--- src/rtl/mem_lsu_pkg.sv ---
// Shared defines for the load/store unit: op encodings, bus widths and the bus timeout limit.
`ifndef MEM_LSU_DEFINES_SVH
`define MEM_LSU_DEFINES_SVH
`define AluOpBus 7:0
`define RegBus   31:0
`endif

package mem_lsu_pkg;

   localparam logic [7:0] ALU_OP_NOP  = 8'h00;
   localparam logic [7:0] ALU_OP_ADDU = 8'h21;
   localparam logic [7:0] ALU_OP_LB   = 8'he0;
   localparam logic [7:0] ALU_OP_LH   = 8'he1;
   localparam logic [7:0] ALU_OP_LW   = 8'he3;
   localparam logic [7:0] ALU_OP_SB   = 8'he8;
   localparam logic [7:0] ALU_OP_SH   = 8'he9;
   localparam logic [7:0] ALU_OP_SW   = 8'heb;

   localparam logic [31:0] ZeroWord    = 32'h0000_0000;
   localparam int unsigned LSU_TIMEOUT = 255;

   function automatic logic is_load(input logic [7:0] op);
      return (op == ALU_OP_LB) || (op == ALU_OP_LH) || (op == ALU_OP_LW);
   endfunction

   function automatic logic is_store(input logic [7:0] op);
      return (op == ALU_OP_SB) || (op == ALU_OP_SH) || (op == ALU_OP_SW);
   endfunction

endpackage

--- src/rtl/lsu_lane.sv ---
// Little-endian lane steering: byte enables and store replication toward the bus,
// byte/halfword selection with sign extension for loads coming back.
module lsu_lane
   import mem_lsu_pkg::*;
(
   input  logic [`AluOpBus] op,
   input  logic [1:0]       addr_lo,
   input  logic [`RegBus]   sdata,
   input  logic [`RegBus]   rdata,
   output logic [3:0]       be,
   output logic             we,
   output logic [`RegBus]   wdata,
   output logic [`RegBus]   ldata
);

   function automatic logic signed [31:0] sext8(input logic [7:0] b);
      return {{24{b[7]}}, b};
   endfunction

   function automatic logic signed [31:0] sext16(input logic [15:0] h);
      return {{16{h[15]}}, h};
   endfunction

   logic [7:0]  rbyte;
   logic [15:0] rhalf;

   always_comb begin
      be    = 4'b0000;
      we    = 1'b0;
      wdata = sdata;
      ldata = rdata;
      rbyte = rdata[{addr_lo, 3'b000} +: 8];
      rhalf = addr_lo[1] ? rdata[31:16] : rdata[15:0];
      case (op)
         ALU_OP_SW: begin be = 4'b1111; we = 1'b1; end
         ALU_OP_SH: begin
            be    = 4'b0011 << {addr_lo[1], 1'b0};
            we    = 1'b1;
            wdata = {2{sdata[15:0]}};
         end
         ALU_OP_SB: begin
            be    = 4'b0001 << addr_lo;
            we    = 1'b1;
            wdata = {4{sdata[7:0]}};
         end
         ALU_OP_LW: be = 4'b1111;
         ALU_OP_LH: begin be = 4'b1111; ldata = sext16(rhalf); end
         ALU_OP_LB: begin be = 4'b1111; ldata = sext8(rbyte); end
         default: ;
      endcase
   end

endmodule

--- src/rtl/mem_lsu.sv ---
// MEM-stage load/store unit: pass-through of ALU results, blocking data-bus access with timeout.
// Build option LSU_ALIGN_CHECK_EN rejects misaligned LW/LH/SH with a bus_err_o pulse instead of issuing them.
module mem_lsu
   import mem_lsu_pkg::*;
(
   input  logic             clk,
   input  logic             rst,
   input  logic [`AluOpBus] aluop_i,
   input  logic [4:0]       wd_i,
   input  logic             wreg_i,
   input  logic [`RegBus]   wdata_i,
   input  logic [`RegBus]   mem_addr_i,
   input  logic [`RegBus]   reg2_i,
   output logic [4:0]       wd_o,
   output logic             wreg_o,
   output logic [`RegBus]   wdata_o,
   output logic             stallreq_o,
   output logic             d_req_o,
   output logic             d_we_o,
   output logic [3:0]       d_be_o,
   output logic [`RegBus]   d_addr_o,
   output logic [`RegBus]   d_wdata_o,
   input  logic [`RegBus]   d_rdata_i,
   input  logic             d_ack_i,
   output logic             bus_err_o
);

   typedef enum logic {IDLE = 1'b0, WAIT = 1'b1} state_t;

   localparam logic [7:0] TMO_LAST = 8'(LSU_TIMEOUT - 1);

   state_t           state, state_nxt;
   logic [7:0]       tmo_cnt;
   logic [`AluOpBus] op_p1;
   logic             wreg_p1;
   logic [4:0]       wd_p1;
   logic [`RegBus]   addr_p1, sdata_p1;
   logic             mem_op, misal, stall, take, done, abort, misal_err;
   logic [3:0]       lane_be;
   logic             lane_we;
   logic [`RegBus]   lane_wdata, lane_ldata;

   assign mem_op = is_load(aluop_i) | is_store(aluop_i);

`ifdef LSU_ALIGN_CHECK_EN
   assign misal = ((aluop_i == ALU_OP_LW) && (mem_addr_i[1:0] != 2'b00)) ||
                  (((aluop_i == ALU_OP_LH) || (aluop_i == ALU_OP_SH)) && mem_addr_i[0]);
`else
   assign misal = 1'b0;
`endif

   lsu_lane u_lane (
      .op      (op_p1),
      .addr_lo (addr_p1[1:0]),
      .sdata   (sdata_p1),
      .rdata   (d_rdata_i),
      .be      (lane_be),
      .we      (lane_we),
      .wdata   (lane_wdata),
      .ldata   (lane_ldata)
   );

   always_ff @(posedge clk) begin
      if (rst) state <= IDLE;
      else     state <= state_nxt;
   end

   always_comb begin
      state_nxt = state;
      stall     = 1'b0;
      take      = 1'b0;
      done      = 1'b0;
      abort     = 1'b0;
      misal_err = 1'b0;
      d_req_o   = 1'b0;
      d_we_o    = 1'b0;
      d_be_o    = 4'b0000;
      d_addr_o  = ZeroWord;
      d_wdata_o = ZeroWord;
      case (state)
         IDLE: begin
            if (mem_op) begin
               if (misal) begin
                  misal_err = 1'b1;
               end else begin
                  stall     = 1'b1;
                  take      = 1'b1;
                  state_nxt = WAIT;
               end
            end
         end
         WAIT: begin
            d_req_o   = 1'b1;
            d_we_o    = lane_we;
            d_be_o    = lane_be;
            d_addr_o  = {addr_p1[31:2], 2'b00};
            d_wdata_o = lane_wdata;
            if (d_ack_i) begin
               done      = 1'b1;
               state_nxt = IDLE;
            end else if (tmo_cnt == TMO_LAST) begin
               abort     = 1'b1;
               state_nxt = IDLE;
            end else begin
               stall = 1'b1;
            end
         end
         default: state_nxt = IDLE;
      endcase
   end

   assign stallreq_o = stall & ~rst;

   // Access capture: control fields reset, address/data only meaningful while in WAIT
   always_ff @(posedge clk) begin
      if (rst) begin
         op_p1   <= ALU_OP_NOP;
         wreg_p1 <= 1'b0;
      end else if (take) begin
         op_p1   <= aluop_i;
         wreg_p1 <= wreg_i;
      end
   end

   always_ff @(posedge clk) begin
      if (take) begin
         wd_p1    <= wd_i;
         addr_p1  <= mem_addr_i;
         sdata_p1 <= reg2_i;
      end
   end

   always_ff @(posedge clk) begin
      if (rst) begin
         tmo_cnt   <= 8'd0;
         wd_o      <= 5'd0;
         wreg_o    <= 1'b0;
         wdata_o   <= ZeroWord;
         bus_err_o <= 1'b0;
      end else begin
         bus_err_o <= 1'b0;
         if (take)
            tmo_cnt <= 8'd0;
         else if ((state == WAIT) && !d_ack_i)
            tmo_cnt <= tmo_cnt + 8'd1;

         if (done) begin
            wd_o    <= wd_p1;
            wreg_o  <= wreg_p1 & is_load(op_p1);
            wdata_o <= is_load(op_p1) ? lane_ldata : ZeroWord;
         end else if (abort) begin
            wreg_o    <= 1'b0;
            wdata_o   <= ZeroWord;
            bus_err_o <= 1'b1;
         end else if (misal_err) begin
            wd_o      <= wd_i;
            wreg_o    <= 1'b0;
            wdata_o   <= ZeroWord;
            bus_err_o <= 1'b1;
         end else if ((state == IDLE) && !mem_op) begin
            wd_o    <= wd_i;
            wreg_o  <= wreg_i;
            wdata_o <= wdata_i;
         end else begin
            // bubble toward WB while the access is outstanding
            wreg_o <= 1'b0;
         end
      end
   end

endmodule
--- config.mk ---
export PLATFORM = sky130hd
export DESIGN_NAME = mem_lsu
export DESIGN_NICKNAME = d
export VERILOG_FILES = /design/src/rtl/mem_lsu_pkg.sv /design/src/rtl/lsu_lane.sv /design/src/rtl/mem_lsu.sv
export SDC_FILE = /design/constraint.sdc
export NUM_CORES = 1
export LEC_CHECK = 0
export BUFFER_PORTS_ARGS = -buffer_cell sky130_fd_sc_hd__buf_2
export CAP_MARGIN = 25
export CORE_MARGIN = 2
export CORE_UTILIZATION = 51
export DETAILED_ROUTE_END_ITERATION = 10
export PLACE_DENSITY = 0.85
export SETUP_SLACK_MARGIN = 0.3
export SYNTH_ARGS = -nofsm -noshare
export SYNTH_HDL_FRONTEND = slang
export SYNTH_SLANG_ARGS = --single-unit
--- constraint.sdc ---
create_clock -name clk -period 5.7 [get_ports clk]
set_input_delay 0.855 -clock clk [delete_from_list [all_inputs] [get_ports clk]]
set_output_delay 0.855 -clock clk [all_outputs]
set_load 0.05 [all_outputs]
; ---- After elaboration in Yosys (flattened, before gate mapping)
; Index checks and enable logic that the tools add are counted.
[classes]
n_addsub = 1
n_eq_ne = 14
shift = 3
n_mux = 31
bitwise_logic = 5
n_reduce_logical = 17
[ops]
columns = op, count
row1 = $mux W32, 6
row2 = $pmux W32 S2, 2
row3 = $eq A8 B8 Y1 const B, 13
row4 = $shiftx A32 B6 Y8, 1
row5 = $mux W1, 16
row6 = $mux W16, 1
row7 = $mux W5, 3
row8 = $pmux W4 S3, 1
row9 = $add A8 B1 Y8 const B, 1
row10 = $logic_or A1 B1 Y1, 6
row11 = $mux W4, 1
row12 = $reduce_or A2 Y1, 2
row13 = $reduce_or A4 Y1, 1
row14 = $shl A1 B2 Y4 const A, 1
row15 = $shl A2 B2 Y4 const A, 1
row16 = $reduce_bool A3 Y1, 1
row17 = $reduce_or A3 Y1, 1
row18 = $and A1 B1 Y1, 2
row19 = $logic_and A1 B1 Y1, 2
row20 = $logic_not A1 Y1, 2
row21 = $ne A2 B2 Y1 const B, 1
row22 = $not A1 Y1, 2
row23 = $pmux W1 S2, 1
row24 = $reduce_and A2 Y1, 1
row25 = other kinds (2), 2
[word_totals]
register_bits = 126
inputBits = 145
out_inout_bits = 110
elab_cells = 82

; ---- Depth between registers and ports, before layout
; Gate-level depths: netlist of the first run.
[depth]
ltp_word = 9
ltp_mapped = 8
mapped_depth_nobuf = 7

; ---- By module
; Synthesis of the first run repeated with hierarchy kept, for this count alone.
[unflattened]
hier_cells = 660
hier_area_um2 = 7003.0
[by_module_without_submodules]
columns = mod, n_inst, cells_per_inst, area_per_inst_um2, seq_area_each_um2
row1 = mem_lsu, 1, 465, 5535.3, 3213.1
row2 = lsu_lane, 1, 195, 1467.7, 0.0

; ---- Least setup slack after synthesis of the first run
; OpenSTA, ideal clock, no wires.
[synth_path]
path_kind = input to register
from = input port aluop_i[2]
to = register addr_p1[0] (enable)
setup_time_ns = 0.425
t_arrival_ns = 2.971
t_required_ns = 5.275
path_slack_ns = 2.304
stages = 4
n_path_buf = 1
cell_sequence = nor4bb_1 > nand4b_1 > clkbuf_1 > inv_1
[synth_via]
elab_chain_len = 6
elab_cells_between_ends = 13
cone_classes = eq/ne (6) / mux (2) / bitwise (1) / reduce/logical (4)
[synth_lines]
columns = element, line
row1 = "start, declared", mem_lsu.sv:8  ; input logic [`AluOpBus] aluop_i,
row2 = "$eq A8 B8 Y1, on equally long branches", "mem_lsu_pkg.sv:23, mem_lsu_pkg.sv:27"
row3 = "$logic_or A1 B1 Y1, on equally long branches (2 in a row)", "mem_lsu_pkg.sv:23, mem_lsu_pkg.sv:27"
row4 = $or A1 B1 Y1 (*), mem_lsu.sv:43  ; assign mem_op = is_load(aluop_i) | is_store(aluop_i);
row5 = $mux W1 (*), mem_lsu.sv:82  ; if (mem_op) begin
row6 = $mux W1 (*), mem_lsu.sv:80  ; case (state)
row7 = via take, mem_lsu.sv:38  ; logic mem_op, misal, stall, take, done, abort, misal_err;
row8 = "end signal, assigned", mem_lsu.sv:128  ; addr_p1 <= mem_addr_i;
row9 = "end, declared", mem_lsu.sv:37  ; logic [`RegBus] addr_p1, sdata_p1;
; The timed path passes the listed nets; every way through them passes the cells marked *.
; A chain may end at the register's enable or synchronous reset.

; ---- Worst setup path in the final report of the first run
[layout_path]
from = register op_p1[0]
to = output port d_wdata_o[11]
[layout_via]
elab_chain_len = 3
elab_cells_between_ends = 4
cone_classes = eq/ne (2) / mux (2)
[layout_lines]
columns = element, line
row1 = "start, declared", mem_lsu.sv:34  ; logic [`AluOpBus] op_p1;
row2 = "start signal, assigned", mem_lsu.sv:120  ; op_p1 <= aluop_i;
row3 = $eq A8 B8 Y1, lsu_lane.sv:34  ; case (op)
row4 = $pmux W32 S2 (*), lsu_lane.sv:34
row5 = $mux W32 (*), mem_lsu.sv:80
row6 = "end, declared", mem_lsu.sv:22  ; output logic [`RegBus] d_wdata_o,
; Mark *: on every way between the ends. The rest lies on a longest branch, timed or not.

==> results.py, run 1 <==
metrics = {
    "route": {
        "drt_iter0_drc": 556,
        "post_drt_wl_per_cell_um": 18.33,
        "ant_nets": 0,
        "drt_pre_antenna_iters": 6,
        "wirelength_um": 17180,
        "drc": 0,
        "dr_total_vias": 5353,
        "viasPerCell": 5.713,
    },
    "synth": {
        "ys_seq_area_frac": 0.5562,
        "synthAdderAreaFrac": 0.004332,
        "synth_mux_area_frac": 0.03834,
        "synth.area.top_cells": "edfxtp_1 (36%), dfxtp_1 (20%), and2_1 (4.5%)",
        "synth_top_family_by_area": "compound AO/OA/AOI/OAI gates",
        "synth_edf_count": 69,
        "synthArstFlopShare": 0,
        "yosysTopAreaCell": "edfxtp_1",
        "synth_compound_area_frac": 0.1772,
        "synthesis.area_um2": 5777,
        "netlist_instances": 549,
        "yosysWarnings": 0,
        "syn_area_per_cell_um2": 10.52,
        "yosys.area_share.xor_xnor": 0.009097,
        "synth_ff_type": "edfxtp_1",
        "ys_types": 59,
        "yosysTopAreaCellShare": 0.3587,
        "synth_simple_gate_area_frac": 0.1772,
        "ys_ff_latch": 126,
    },
    "global_routing": {
        "grt_pass1_wl_um": 26830,
        "grt_overflow": 0,
        "grt_pass1_vias": 5288,
        "grt_max_degree": 66,
        "grt_use_total": 0.2771,
        "antenna_found_initial": 0,
    },
    "floorplan": {
        "start_util": 0.5283,
        "fp.coreArea_um2": 10940,
        "die_width_um": 110.4,
        "dieArea_um2": 12190,
        "io_pins": 255,
        "die_y_um": 110.4,
        "row_count": 38,
    },
    "sta": {
        "post-route-period-util": 0.6672,
        "fmax_ghz": 0.2629,
        "rsz0062_at_grt": "false",
        "fin_tns_setup_ns": 0,
        "hold_violations": 0,
        "skew_ns": 0.006436,
        "slew_violations": 0,
        "slew_headroom": 0.3571,
        "fin_crit_ns": 3.803,
        "worstMarginPinSlew_ns": 0.9634,
        "finalSetupViolCount": 0,
    },
    "power_and_ir_drop": {
        "p_comb_frac": 0.097,
        "p_clk_frac": 0.442,
        "switching_share": 0.2391,
        "power.internal_w": 0.001650,
        "vdd_drop_max_v": 0.0002144,
        "power_density_nw_per_um2": 285.5,
        "p_total_w": 0.002169,
        "p_sw_w": 0.0005185,
        "seq_power_share": 0.461,
        "p_leak_nw": 3.372,
    },
    "critical_path": {
        "cp_slowest_cell": "dfxtp_1",
        "worstPathCellList": "inv_1 -> nor2_1 -> a221oi_1 -> nor2b_1 -> o21a_1 -> buf_2",
        "critical_path_arrival_ns": 2.95,
        "worstPathRequired_ns": 4.85,
        "start_kind": "flop",
        "worstPathMaxFanout": 20,
        "critPathMaxStageDelay_ns": 0.81,
        "path_class": "reg -> out",
        "end_kind": "output pin",
    },
    "place": {
        "gp_congestion": 0.9093,
        "dp_hpwl_um": 12590,
        "io_buffers": 252,
        "dpl.cell_count": 905,
    },
    "clock_network": {
        "cts_sinks": 126,
        "cts_resized": 0,
        "cts_tree": "done",
        "post_cts_buffers": 0,
        "ctsRootBufferMaster": "clkbuf_16",
        "clockBufferDepth": 2,
        "htreeDepth": 4,
        "postCtsHoldBufs": 0,
        "clk_pin_slew_ns": 0.05,
        "cts_buffers": 17,
        "clk_latency_ns": 0.41,
    },
    "layout": {
        "fin_util": 0.6945,
        "drive_above_1_share": 0.3739,
        "mostFrequentLayoutCells": "buf_2 (252), edfxtp_1 (69), nand2_1 (66)",
        "area_delta_synth_final_pct": 31.47,
        "fin_nets": 931,
        "antenna_cells": 0,
        "layout.cells.non_filler": 937,
        "final_common_cell": "buf_2",
    },
    "run_status": {
        "status": "finished, final reports clean",
    },
    "flow_run": {
        "cap_violations": 0,
    },
    "min_path": {
        "worst_hold_path_type": "reg -> reg",
    },
}
-- power by group through the flow --
stage | logic (W) | registers [W] | clock network, W
floorplan | 0.0000679 | 0.00107 | 0
global placement | 0.000204 | 0.00102 | 0
detailed placement | 0.000208 | 0.00102 | 0
CTS | 0.000209 | 0.00100 | 0.000967
global route | 0.000222 | 0.00100 | 0.00101
finish | 0.000210 | 0.00100 | 0.000958
-- cells by family (layout without fill, tap and decap cells) --
| logic type | Yosys count | after routing |
|---|---|---|
| buffers and inverters | 50 | 297 |
| flip-flops | 126 | 126 |
| AND/OR/NAND/NOR | 201 | 201 |
| AO/OA/AOI/OAI | 143 | 143 |
| adder cells (fa/ha/maj) | 2 | 2 |
| XOR/XNOR | 6 | 6 |
| other | 1 | 2 |
| multiplexers | 20 | 20 |
-- per-layer routing --
| metal | GRT usage | share of wire | vias to the layer above |
|---|---|---|---|
| li1 | - | - | 2481 |
| met3 | 0.09385 | 0.089 | 31 |
| met1 | 0.3238 | 0.38 | 2536 |
| met4 | 0.1083 | 0.020 | 0 |
| met2 | 0.4708 | 0.51 | 305 |
| met5 | 0 | 0 | - |
-- path summary, 6_finish.rpt --
check | start | end | slack (ns) | cells after the start
max | op_p1[0]$_SDFFE_PP0P_ | d_wdata_o[11] | 1.90 | 6
min | op_p1[2]$_SDFFE_PP0P_ | op_p1[2]$_SDFFE_PP0P_ | 0.44 | 2
max reg2reg | state$_SDFF_PP0_ | sdata_p1[27]$_DFFE_PP_ | 2.77 | 3
min reg2reg | op_p1[2]$_SDFFE_PP0P_ | op_p1[2]$_SDFFE_PP0P_ | 0.44 | 2
-- cell type report --
class                      instances  area, um2
inverter                          10      37.54
clock inverter                     9      70.07
timing repair buffer             255       1287
sequential                       126       3214
fill                             827       3341
multi-input combinational        374       2362
tap                              140      175.2
clock buffer                      23      447.9
-- sequential cells by signal (all words and copies together), names as in the netlist --
name       count
addr_p1       32
wd_o           5
wdata_o       32
bus_err_o      1
sdata_p1      32
wreg_p1        1
state          1
wreg_o         1
wd_p1          5
op_p1          8
tmo_cnt        8
-- through the flow --
stage	hold slack (ns)	cell area [um2]	setup slack, ns
floorplan	0.4173	5781	2.304
global placement	0.4274	7066	2.110
detailed placement	0.4366	7077	1.917
CTS	0.4447	7595	1.917
global route	0.4816	7595	1.627
finish	0.4431	7595	1.897
-- synth_stat cells, types with 2 or more instances --
master / number
nand4_1: 2
nor2_1: 47
nand3_1: 6
a222oi_1: 2
xor2_1: 4
o211ai_1: 7
nand2_1: 66
a311oi_1: 5
or3_1: 2
mux2i_1: 12
or4_1: 3
buf_2: 9
buf_4: 2
mux2_2: 7
ha_1: 2
o21bai_1: 7
clkbuf_1: 28
dfxtp_1: 57
o22ai_1: 24
nand2b_1: 4
nor2b_1: 9
a221oi_1: 7
a21oi_1: 17
edfxtp_1: 69
nand4b_1: 3
nor3b_1: 2
a21boi_1: 5
a211oi_1: 2
inv_1: 10
and2_1: 42
a21boi_0: 4
a22oi_1: 30
nor3_1: 2
a31oi_1: 10
o21ai_0: 3
o21a_1: 14
xnor2_1: 2
-- worst max-delay path, delay by kind of cell, from the launching register on --
kind | cells | cell delay, ns
AND/OR/NAND/NOR | 2 | 0.72
AO/OA/AOI/OAI | 2 | 0.33
buffers and inverters | 2 | 0.67
flip-flops | 1 | 0.81
Note: power is estimated with default switching activity, not from simulation.
==> run 2, diff against run 1 <==
--- a/config.mk
+++ b/config.mk
@@ -5,12 +5,13 @@
 export SDC_FILE = /design/constraint.sdc
 export NUM_CORES = 1
 export LEC_CHECK = 0
+export ABC_AREA = 1
 export BUFFER_PORTS_ARGS = -buffer_cell sky130_fd_sc_hd__buf_2
 export CAP_MARGIN = 25
 export CORE_MARGIN = 2
-export CORE_UTILIZATION = 51
+export CORE_UTILIZATION = 44
 export DETAILED_ROUTE_END_ITERATION = 10
-export PLACE_DENSITY = 0.85
+export PLACE_DENSITY = 0.76
 export SETUP_SLACK_MARGIN = 0.3
 export SYNTH_ARGS = -nofsm -noshare
 export SYNTH_HDL_FRONTEND = slang
==> constraint.sdc (replaced) <==
create_clock -name clk -period 3.1 [get_ports clk]
set_input_delay 0.465 -clock clk [delete_from_list [all_inputs] [get_ports clk]]
set_output_delay 0.465 -clock clk [all_outputs]
set_load 0.05 [all_outputs]
==> run 2 against run 1 <==
Core utilization down 10 points. Clock skew down 0.00060 ns. Cell count up 40%. Synthesized cell count up 58%. Critical path depth up 3. First-iteration DRC count down 18%. Power up 100%. Critical path type unchanged. Largest power group is now the clock network.
==> results.py, run 2 <==
metrics = {
    "place": {
        "dp_hpwl_um": 14660,
        "io_buffers": 252,
        "gp_congestion": 0.8769,
    },
    "synth": {
        "synthesis.area_um2": 6481,
        "ys_types": 32,
        "synth_most_common_cell": "nand2_1",
        "netlist_instances": 869,
        "yosysWarnings": 0,
        "ys_ff_latch": 126,
        "yosysTopAreaCell": "edfxtp_1",
        "synth_ff_type": "edfxtp_1",
        "synth.area.top_cells": "edfxtp_1 (32%), dfxtp_1 (18%), nand2_1 (12%)",
        "synth_edf_count": 69,
        "synth_top_cells_by_count": "nand2_1 (199), inv_1 (129), nor2_1 (117), a21oi_1 (94), o21ai_0 (72)",
        "synthArstFlopShare": 0,
        "syn_area_per_cell_um2": 7.458,
        "ys_seq_area_frac": 0.4958,
        "yosysTopAreaCellShare": 0.3197,
    },
    "sta": {
        "slew_violations": 0,
        "fin_hold_ws_ns": 0.2229,
        "fin_crit_ns": 2.677,
        "fmax_ghz": 0.3735,
        "finalSetupViolCount": 0,
        "worstMarginPinSlew_ns": 0.6620,
        "rsz0062_at_grt": "true",
        "hold_violations": 0,
        "skew_ns": 0.005841,
        "slew_headroom": 0.5582,
        "post-route-period-util": 0.8637,
        "fin_tns_setup_ns": 0,
    },
    "critical_path": {
        "worstPathMaxFanout": 18,
        "r2r_start": "state$_SDFF_PP0_",
        "worstPathCellList": "inv_1 -> nor2_1 -> nand2_2 -> nor2_1 -> nand2_2 -> buf_4 -> o21ai_0 -> a21oi_1 -> buf_2",
        "critical_path_arrival_ns": 2.21,
        "rrSetupSlack_ns": 0.95,
        "end_kind": "output pin",
        "path_class": "reg -> out",
        "worstPathRequired_ns": 2.63,
        "r2r_end": "wdata_o[8]$_SDFFE_PP0P_",
        "critPathMaxStageDelay_ns": 0.33,
        "r2r_cells": 8,
        "critPathCapture": "d_wdata_o[12]",
        "worstSetupStartpoint": "op_p1[7]$_SDFFE_PP0P_",
        "start_kind": "flop",
        "cp_slowest_cell": "dfxtp_1",
    },
    "power_and_ir_drop": {
        "vdd_drop_max_v": 0.0004796,
        "p_leak_nw": 4.386,
        "power_density_nw_per_um2": 516.7,
    },
    "clock_network": {
        "cts_buffers": 17,
        "cts_sinks": 126,
        "cts_tree": "done",
        "clk_pin_slew_ns": 0.06,
        "clk_latency_ns": 0.41,
        "clockBufferDepth": 2,
        "htreeDepth": 4,
        "ctsRootBufferMaster": "clkbuf_16",
    },
    "floorplan": {
        "row_count": 44,
        "io_pins": 255,
        "die_width_um": 125.4,
        "fp.coreArea_um2": 14480,
        "start_util": 0.4476,
        "dieArea_um2": 15720,
        "die_y_um": 125.4,
    },
    "global_routing": {
        "grt_pass1_wl_um": 30860,
        "grt_max_degree": 61,
        "grt_use_total": 0.2500,
        "antenna_found_initial": 3,
        "grt_pass1_vias": 6297,
        "grt_overflow": 0,
    },
    "route": {
        "drc": 0,
        "drt_pre_antenna_iters": 5,
        "drt_iter0_drc": 455,
        "wirelength_um": 19980,
        "post_drt_wl_per_cell_um": 15.23,
        "dr_total_vias": 6607,
        "viasPerCell": 5.036,
        "ant_nets": 0,
    },
    "min_path": {
        "worst_hold_path_type": "in -> reg",
    },
    "flow_run": {
        "cap_violations": 0,
    },
    "layout": {
        "area_delta_synth_final_pct": 31.76,
        "final_common_cell": "buf_2",
        "top_regs": "addr_p1 (32), sdata_p1 (32), wdata_o (32)",
        "drive_above_1_share": 0.2844,
        "fin_nets": 1259,
        "mostFrequentLayoutCells": "buf_2 (251), nand2_1 (198), inv_1 (128)",
    },
    "run_status": {
        "status": "finished, final reports clean",
    },
}
-- run 2: changes by cell type in the layout (fill, tap and decap cells not counted), sizes merged, moves of 10 or more --
cell and delta:
and2 -41, nand2 +135, o21ai +71, a31oi -10, a21oi +78, o22ai -16, buf +11, nand3 +34
o21a -11, nor2b -10, nor2 +73, mux2i -12, a22oi -30, inv +130
-- run 2: what timing repair did --
action,CTS,global route
setup endpoints to repair,4,22
setup buffers,0,0
resized for setup,1,6
hold buffers,0,0
endpoints found under the hold margin,0,0
-- run 2: critical path: cells and delay by family (launching register included) --
| family | cells | cell delay (ns) |
|---|---|---|
| and+or+nand+nor | 4 | 0.61 |
| AOI/OAI and AO/OA | 2 | 0.35 |
| DFF | 1 | 0.33 |
| buffers and inverters | 3 | 0.50 |
-- run 2: stage by stage --
stage	setup WS, ns	power (W)	util	instance area [um2]	instances
5_1_grt	0.2617	0.004550	0.5896	8537	1311
3_3_place_gp	0.7811	0.002278	0.5438	7874	1276
4_1_cts	0.3018	0.004435	0.5887	8524	1309
3_5_place_dp	0.7987	0.002283	0.5449	7889	1277
2_1_floorplan	0.3184	0.002109	-	6485	870
6_report	0.4226	0.004412	0.5898	8539	1312
-- run 2: how the worst min path moves through the flow --
stage,cells past startpoint,start,endpoint
after detailed placement,2,op_p1[4]$_SDFFE_PP0P_,op_p1[4]$_SDFFE_PP0P_
after global placement,2,op_p1[4]$_SDFFE_PP0P_,op_p1[4]$_SDFFE_PP0P_
after global routing,1,mem_addr_i[11],addr_p1[11]$_DFFE_PP_
after floorplan,2,op_p1[4]$_SDFFE_PP0P_,op_p1[4]$_SDFFE_PP0P_
final,1,reg2_i[20],sdata_p1[20]$_DFFE_PP_
after CTS,1,mem_addr_i[15],addr_p1[15]$_DFFE_PP_
-- run 2: final cells by class --
cell class	count	area, um2
Clock buffer	18	429.2
Multi-Input combinational cell	566	2562
Fill cell	1328	5939
Clock inverter	14	205.2
Inverter	134	505.5
Antenna cell	3	7.507
Sequential cell	126	3216
Tap cell	184	230.2
Timing Repair Buffer	267	1384
-- run 2: routing by layer --
| metal | vias up | wire length [um] | GRT usage |
|---|---|---|---|
| met4 | 2 | 593 | 0.1150 |
| met5 | - | 13 | 0 |
| met2 | 322 | 9621 | 0.4185 |
| met3 | 42 | 2168 | 0.09585 |
| li1 | 3268 | - | - |
| met1 | 2973 | 7580 | 0.2829 |
-- run 2: cells by family (layout without fill, tap and decap cells) --
group	Yosys count	after routing	share of synthesized area
and+or+nand+nor	378	378	0.2407
AOI/OAI and AO/OA	182	182	0.1465
buffers and inverters	178	433	0.1098
DFF	126	126	0.4958
adders and majority gates	2	2	0.003860
xor gates and xnor gates	2	2	0.002703
other	1	5	0.0005786
-- run 2: report_power, final --
group	total, W	switching (W)	internal, W
Combinational	0.000428	0.000286	0.000142
Sequential	0.00182	0.0000207	0.00180
Clock	0.00216	0.000796	0.00137
Total	0.00441	0.00110	0.00331
==> run 3, diff against run 2 <==
--- a/config.mk
+++ b/config.mk
@@ -8,10 +8,13 @@
 export ABC_AREA = 1
 export BUFFER_PORTS_ARGS = -buffer_cell sky130_fd_sc_hd__buf_2
 export CAP_MARGIN = 25
+export CELL_PAD_IN_SITES_DETAIL_PLACEMENT = 0
+export CELL_PAD_IN_SITES_GLOBAL_PLACEMENT = 1
 export CORE_MARGIN = 2
-export CORE_UTILIZATION = 44
+export CORE_UTILIZATION = 32
+export CTS_BUF_LIST = sky130_fd_sc_hd__clkbuf_4 sky130_fd_sc_hd__clkbuf_8
 export DETAILED_ROUTE_END_ITERATION = 10
-export PLACE_DENSITY = 0.76
+export PLACE_DENSITY_LB_ADDON = 0.1
 export SETUP_SLACK_MARGIN = 0.3
 export SYNTH_ARGS = -nofsm -noshare
 export SYNTH_HDL_FRONTEND = slang
==> constraint.sdc (replaced) <==
create_clock -name clk -period 2.35 [get_ports clk]
set_input_delay 0.3525 -clock clk [delete_from_list [all_inputs] [get_ports clk]]
set_output_delay 0.3525 -clock clk [all_outputs]
set_load 0.05 [all_outputs]
==> run 3 against run 2 <==
Core utilization down 12 points. Design area up 9.6%. Worst hold slack worse by 0.15 ns. Wire length rose by 11%. Register-to-register slack lost 0.86 ns. Count of clock-buffer cells in the layout is 1 lower. Non-clock buffer count increased by 36. Sequential share of layout area down 3.1 points. Sequential cell count unchanged. Critical path depth grew 9. Clock power decreased by 9%. Cell count increased by 9.1%.
==> results.py, run 3 (same netlist as run 2, synthesis figures left out) <==
metrics = {
    "layout": {
        "drive_above_1_share": 0.3683,
        "nFillCells": 2111,
        "top_regs": "addr_p1 (32), sdata_p1 (32), wdata_o (32)",
        "fin_nets": 1296,
        "area_delta_synth_final_pct": 44.46,
        "final_common_cell": "buf_2",
        "antenna_cells": 0,
        "mostFrequentLayoutCells": "buf_2 (222), nand2_1 (193), inv_1 (119)",
        "fin_util": 0.4672,
        "multi_input_area_um2": 2890,
        "regArea_um2": 3234,
    },
    "power_and_ir_drop": {
        "p_total_w": 0.004955,
        "p_leak_nw": 4.552,
        "power_density_nw_per_um2": 529.2,
        "vdd_drop_max_v": 0.0003534,
    },
    "floorplan": {
        "die_y_um": 146.3,
        "io_pins": 255,
        "row_count": 52,
        "dieArea_um2": 21410,
        "start_util": 0.3234,
        "fp.coreArea_um2": 20040,
        "die_width_um": 146.3,
    },
    "critical_path": {
        "worstSetupStartpoint": "op_p1[7]$_SDFFE_PP0P_",
        "end_kind": "flop",
        "worstPathMaxFanout": 2,
        "start_kind": "flop",
        "r2r_start": "op_p1[7]$_SDFFE_PP0P_",
        "critical_path_arrival_ns": 2.64,
        "path_class": "reg -> reg",
        "worstPathRequired_ns": 2.72,
    },
    "sta": {
        "hold_violations": 0,
        "fin_tns_setup_ns": 0,
        "finalSetupViolCount": 0,
        "rsz0062_at_grt": "true",
        "slew_violations": 0,
        "fmax_ghz": 0.4417,
        "skew_ns": 0.009275,
        "slew_headroom": 0.6548,
        "worstMarginPinSlew_ns": 0.5172,
        "post-route-period-util": 0.9635,
        "fin_ws_ns": 0.08582,
        "fin_crit_ns": 2.264,
    },
    "clock_network": {
        "ctsRootBufferMaster": "clkbuf_8",
        "cts_tree": "done",
        "cts_buffers": 17,
        "cts_sinks": 126,
        "clk_latency_ns": 0.45,
        "clk_pin_slew_ns": 0.08,
        "clockBufferDepth": 2,
        "htreeDepth": 4,
    },
    "route": {
        "viasPerCell": 4.592,
        "wirelength_um": 22220,
        "post_drt_wl_per_cell_um": 15.52,
        "drc": 0,
        "drt_iter0_drc": 273,
        "dr_total_vias": 6576,
        "ant_nets": 0,
        "drt_pre_antenna_iters": 4,
    },
    "global_routing": {
        "grt_max_degree": 38,
        "antenna_found_initial": 1,
        "grt_overflow": 0,
        "grt_pass1_wl_um": 34760,
        "grt_pass1_vias": 6558,
        "grt_use_total": 0.2068,
    },
    "place": {
        "io_buffers": 252,
        "dp_hpwl_um": 15860,
        "gp_congestion": 0.7761,
        "post-place-ws_ns": 0.2448,
    },
    "min_path": {
        "worst_hold_path_type": "in -> reg",
        "hp-start": "mem_addr_i[21]",
    },
    "run_status": {
        "status": "finished, final reports clean",
    },
    "flow_run": {
        "cap_violations": 0,
    },
}
-- run 3: cell types whose count changed in the layout (fill, tap and decap cells not counted), sizes merged --
cell / previous run / this run
buf: 266 / 303
clkinv: 3 / 9
inv: 140 / 135
diode: 3 / 0
clkbuf: 19 / 17
clkinvlp: 1 / 3
bufinv: 4 / 3
-- run 3: worst max-delay path, cell delays in order (launching register included) --
cell and delay, ns:
dfxtp_2 0.34, inv_2 0.05, buf_4 0.13, buf_6 0.10, buf_6 0.10, buf_6 0.10
buf_6 0.10, buf_6 0.10, buf_6 0.10, buf_4 0.12, buf_4 0.12, buf_4 0.12
buf_4 0.12, buf_6 0.10, buf_6 0.10, buf_6 0.11, buf_6 0.10, buf_6 0.10
a21oi_2 0.09
-- run 3: worst paths after layout --
path	to	slack (ns)	depth (start not counted)
hold reg to reg	op_p1[5]$_SDFFE_PP0P_	0.45	1
setup reg to reg	op_p1[7]$_SDFFE_PP0P_	0.09	18
setup / recovery	op_p1[7]$_SDFFE_PP0P_	0.09	18
hold / removal	addr_p1[21]$_DFFE_PP_	0.07	1
-- run 3: final cells by class --
cell class,instances,share of cell area
inverter,134,0.05599
multi-input combinational,566,0.3087
sequential,126,0.3454
clock buffer,17,0.02499
timing repair inverter,1,0.0009355
tap,270,0.03608
clock inverter,15,0.01817
timing repair buffer,303,0.2097
-- run 3: metal layers --
metal / share of wire / GRT usage / up-vias / wire [um]
li1: - / - / 3342 / -
met1: 0.43 / 0.2547 / 2958 / 9490
met2: 0.48 / 0.3524 / 236 / 10680
met3: 0.071 / 0.06344 / 38 / 1569
met4: 0.021 / 0.05631 / 2 / 469
met5: 0.00058 / 0 / - / 13
-- run 3: through the flow --
step | cell area, um2 | cells | hold slack, ns
after floorplan | 6554 | 870 | 0.4216
after global placement | 8195 | 1371 | 0.4387
after detailed placement | 8195 | 1371 | 0.4463
after CTS | 9136 | 1430 | 0.04568
after global routing | 9363 | 1432 | 0.03812
final | 9363 | 1432 | 0.07371
-- run 3: report_power, final --
| group | internal (W) | switching [W] |
|---|---|---|
| logic | 0.000205 | 0.000385 |
| clock network | 0.00104 | 0.000927 |
| registers | 0.00237 | 0.0000246 |
-- run 3: what timing repair did --
action                     in CTS  in global routing
cloned                          3                  0
setup endpoints to repair      32                 51
hold buffers                    0                  0
pin swaps                       8                 10
gates resized for setup       109                 57
setup buffers                  24                  2
